## src/rtl/move_entry.sv

```systemverilog
// Pick-15 human-input front end: button sync/debounce, move legality against the
// used-number mask, and one-cycle accepted-move / new-game pulses.
module move_entry #(
    parameter int unsigned DEBOUNCE_CYCLES = 4
) (
    input  logic       clock,
    input  logic       reset,
    input  logic       enter_L,
    input  logic       newGame_L,
    input  logic [3:0] hMove,
    input  logic [3:0] cMove,
    input  logic       cMove_valid,
    output logic       hMove_valid,
    output logic [3:0] hMove_out,
    output logic       illegal,
    output logic       newGame,
    output logic [8:0] used
);

    localparam logic [7:0] CNT_LAST = 8'(DEBOUNCE_CYCLES - 1);

    // Button index 0 is enter, index 1 is newGame; all levels are active-low.
    logic [1:0]      sync1_q, sync1_d;
    logic [1:0]      sync2_q, sync2_d;
    logic [1:0]      db_q, db_d;
    logic [1:0]      db_prev_q, db_prev_d;
    logic [1:0][7:0] cnt_q, cnt_d;
    logic [1:0]      press;

    logic       hv_q, hv_d;
    logic [3:0] hout_q, hout_d;
    logic       ill_q, ill_d;
    logic       ng_q, ng_d;
    logic [8:0] used_q, used_d;
    logic [8:0] c_bit, h_bit, used_c;

    function automatic logic [8:0] num_bit(input logic [3:0] v);
        num_bit = '0;
        if (v >= 4'd1 && v <= 4'd9)
            num_bit = 9'd1 << (v - 4'd1);
    endfunction

    always_comb begin
        sync1_d   = {newGame_L, enter_L};
        sync2_d   = sync1_q;
        db_d      = db_q;
        db_prev_d = db_q;
        cnt_d     = cnt_q;
        for (int unsigned i = 0; i < 2; i++) begin
            if (sync2_q[i] != db_q[i]) begin
                if (cnt_q[i] == CNT_LAST) begin
                    db_d[i]  = sync2_q[i];
                    cnt_d[i] = '0;
                end else begin
                    cnt_d[i] = cnt_q[i] + 8'd1;
                end
            end else begin
                cnt_d[i] = '0;
            end
        end
    end

    // Press event is the registered 1->0 edge of the debounced level.
    assign press = db_prev_q & ~db_q;

    always_comb begin
        c_bit  = cMove_valid ? num_bit(cMove) : '0;
        h_bit  = num_bit(hMove);
        used_c = used_q | c_bit;
        hv_d   = 1'b0;
        ng_d   = 1'b0;
        hout_d = hout_q;
        ill_d  = ill_q;
        used_d = used_c;
        if (press[1]) begin
            used_d = '0;
            ill_d  = 1'b0;
            ng_d   = 1'b1;
        end else if (press[0]) begin
            // A same-cycle computer move already counts as taken here.
            if (h_bit != '0 && (h_bit & used_c) == '0) begin
                hv_d   = 1'b1;
                hout_d = hMove;
                used_d = used_c | h_bit;
                ill_d  = 1'b0;
            end else begin
                ill_d  = 1'b1;
            end
        end
    end

    always_ff @(posedge clock) begin
        if (reset) begin
            sync1_q   <= '1;
            sync2_q   <= '1;
            db_q      <= '1;
            db_prev_q <= '1;
            cnt_q     <= '0;
            hv_q      <= 1'b0;
            hout_q    <= '0;
            ill_q     <= 1'b0;
            ng_q      <= 1'b0;
            used_q    <= '0;
        end else begin
            sync1_q   <= sync1_d;
            sync2_q   <= sync2_d;
            db_q      <= db_d;
            db_prev_q <= db_prev_d;
            cnt_q     <= cnt_d;
            hv_q      <= hv_d;
            hout_q    <= hout_d;
            ill_q     <= ill_d;
            ng_q      <= ng_d;
            used_q    <= used_d;
        end
    end

    assign hMove_valid = hv_q;
    assign hMove_out   = hout_q;
    assign illegal     = ill_q;
    assign newGame     = ng_q;
    assign used        = used_q;

endmodule

```

## config.mk

```make
export PLATFORM = sky130hd
export DESIGN_NAME = move_entry
export DESIGN_NICKNAME = d
export VERILOG_FILES = /design/src/rtl/move_entry.sv
export SDC_FILE = /design/constraint.sdc
export NUM_CORES = 1
export LEC_CHECK = 0
export BUFFER_PORTS_ARGS = -buffer_cell sky130_fd_sc_hd__clkbuf_2
export CORE_MARGIN = 2
export CORE_UTILIZATION = 52
export DETAILED_ROUTE_END_ITERATION = 10
export PLACE_DENSITY_LB_ADDON = 0.25
export SETUP_SLACK_MARGIN = 0.1
export SYNTH_ARGS = -nofsm -noshare
export SYNTH_HDL_FRONTEND = slang
export SYNTH_SLANG_ARGS = --single-unit
```

## constraint.sdc

```tcl
create_clock -name clock -period 2.6 [get_ports clock]
set_input_delay 0.26 -clock clock [delete_from_list [all_inputs] [get_ports clock]]
set_output_delay 0.26 -clock clock [all_outputs]
set_load 0.02 [all_outputs]
```

==> flow_summary.json <==
{
  "status": "finished clean",
  "crit_chain": "ha_1, or4b_2, nor4_1, or3_1, nor2_1",
  "p_leak_nw": 0.803,
  "period_minus_slack_ns": 2.24,
  "synthesis.nets": 208,
  "initial_core_util_pct": 53.8,
  "cts_hold_buffers": 0,
  "gp_congestion": 0.780,
  "cts.sinks": 40,
  "maxSlewViolCount": 0,
  "h-tree-depth": 2,
  "cts.path.max_buffers": 2,
  "final_common_cell": "dfxtp_1",
  "skew_ns": 0.00645,
  "dieArea_mm2": 0.00391,
  "slew_headroom_pct": 63.7,
  "die_h_um": 62.5,
  "yosysSeqAreaShare_pct": 44.9,
  "slowest_stage": "or4b_2",
  "async_reset_ff_share_pct": 0,
  "num_rows": 21,
  "first_pass_iters": 4,
  "ys_warn_count": 0,
  "muxShareOfSynthArea_pct": 2.81,
  "crit_type": "reg2reg",
  "n_fill_cell": 305,
  "cts_resized": 0,
  "antenna_found_initial": 0,
  "dp_hpwl_mm": 2.67,
  "netlist_area_mm2": 0.00178,
  "p_per_area_mw_per_mm2": 542,
  "maxCapViolations": 0,
  "irDropWorstVdd_mv": 0.401,
  "cts_tree": "built",
  "grt_pass1_vias": 1461,
  "cp_max_fo": 8,
  "grt_max_degree": 21,
  "gr-usage-all-layers_pct": 19.7,
  "viasPerCell": 5.54,
  "grt_pass1_wl_mm": 6.20,
  "min_period_over_period_pct": 86.3,
  "insertedDiodeCount": 0,
  "core-area_mm2": 0.00331,
  "nets": 237,
  "worst_ep_required_time_ns": 2.84,
  "synth_top_family_by_area": "simple AND/OR/NAND/NOR gates",
  "synth_edf_count": 0,
  "dp_worst_setup_slack_ns": 0.147,
  "setup_ws_ns": 0.357,
  "critPathLaunchType": "flop",
  "grt_overflow": 0,
  "synth_compound_area_share_pct": 10.3,
  "synth_cells": 191,
  "cts_buffers": 5,
  "synth_xor_area_share_pct": 6.88,
  "drt-total-wl_mm": 3.57,
  "ioPinCount": 29,
  "drc_errors": 0,
  "critPathMaxStageDelay_ns": 0.60,
  "insertion_delay_ns": 0.35,
  "synth_flop_cell": "dfxtp_1",
  "finalHoldViolCount": 0,
  "avgSynthCellArea_um2": 9.33,
  "yosysUniqueCellTypes": 41,
  "num_vias": 1479,
  "area_growth_pct": 14.7,
  "end_kind": "flop",
  "layout-drive-gt1-share_pct": 22.2,
  "setup-violations-final": 0,
  "tns_ns": 0,
  "synthAdderAreaFrac_pct": 2.81,
  "rsz0062_at_grt": "false",
  "cp_data_arrival_time_ns": 2.49,
  "post_cts_buffers": 0,
  "die_w_um": 62.5,
  "cts.reportedPaths.clkPinSlew_ns": 0.12,
  "hp-class": "in2reg",
  "p_total_mw": 1.11,
  "dr.first_iter.drc_count": 79,
  "wl_per_cell_um": 13.4,
  "synth-simple-area-share_pct": 29.6,
  "portBuffers": 28,
  "fmax_mhz": 446,
  "tightest_slew_ns": 0.539,
  "cts.root.buffer_cell": "clkbuf_4",
  "yosys_register_bits": 40,
  "antenna_left": 0,
  "final_cell_mix": "40 x dfxtp_1, 28 x clkbuf_2, 24 x nor2_1"
}
## path summary, 6_finish.rpt
kind / start / end / slack, ns / cells after the start
worst min-delay path: newGame_L / sync1_q[1]$_SDFF_PP1_ / 0.08 / 2
worst max register to register: cnt_q[8]$_SDFF_PP0_ / cnt_q[11]$_SDFF_PP0_ / 0.36 / 5
worst min register to register: sync1_q[1]$_SDFF_PP1_ / sync2_q[1]$_SDFF_PP1_ / 0.43 / 1
worst max-delay path: cnt_q[8]$_SDFF_PP0_ / cnt_q[11]$_SDFF_PP0_ / 0.36 / 5
## where the power goes
group	leakage (nW)	total, mW	switching, mW	internal [mW]
Combinational	0.438	0.0747	0.0462	0.0285
Sequential	0.324	0.624	0.00414	0.620
Clock	0.0412	0.408	0.208	0.200
Total	0.803	1.11	0.258	0.849
## flip-flops by register name, indices dropped and copies added, names as in the netlist
name	count
newGame	1
db_prev_d	2
sync1_q	2
hMove_out	4
sync2_q	2
db_prev_q	2
cnt_q	16
used	9
illegal	1
hMove_valid	1
## cells by family after synthesis
| family | count (synthesis) |
|---|---|
| muxes | 5 |
| buffers and inverters | 12 |
| xor gates and xnor gates | 14 |
| DFF | 40 |
| and+or+nand+nor | 88 |
| AOI/OAI and AO/OA | 28 |
| adders and majority gates | 4 |
## Yosys cell counts, types with 2 or more instances
master    instances  area (um2)
dfxtp_1          40         801
nor2_1           24        90.1
a21oi_1          13        65.1
nand3_1          13        65.1
nand2b_1         11        68.8
xor2_1           10        87.6
clkbuf_1          7        26.3
or2_2             7        43.8
and3_1            5        31.3
mux2i_1           5        50.1
nor2b_1           5        31.3
ha_1              4        50.1
inv_1             4        15.0
nand4b_1          4        35.0
xnor2_1           4        35.0
or3_1             3        18.8
a211o_1           2        17.5
a211oi_1          2        15.0
a31oi_1           2        12.5
a41oi_1           2        17.5
nand4_1           2        12.5
nor4_1            2        12.5
or4b_2            2        20.0
## critical path: cells and delay by family (launching register included)
kind,cells,cell delay (ns)
simple gates,4,1.48
flops,1,0.41
fa+ha+maj,1,0.25
## per-layer routing
layer	up-vias	routed length, um	track usage (%)
met5	-	0	0
met4	0	77	7.22
met3	11	195	5.41
met2	47	1820	35.3
met1	683	1470	22.3
li1	738	-	-
## per-stage QoR
step / area (um2) / util (%) / hold WS, ns / instances
finish: 2040 / 61.7 / 0.0780 / 267
global placement: 1960 / 59.3 / 0.391 / 259
CTS: 2040 / 61.7 / 0.0701 / 267
floorplan: 1780 / - / 0.364 / 191
global route: 2040 / 61.7 / 0.0644 / 267
detailed placement: 1960 / 59.3 / 0.400 / 259
## cell type report
type | instances | area (um2) | share of cell area [%]
clock buffer | 5 | 37.5 | 1.84
inverter | 4 | 15.0 | 0.735
sequential | 40 | 801 | 39.2
timing repair buffer | 30 | 155 | 7.59
tap | 46 | 57.6 | 2.82
multi-input combinational | 139 | 935 | 45.7
clock inverter | 3 | 42.5 | 2.08
No activity file was read; power rests on OpenSTA's default activity.
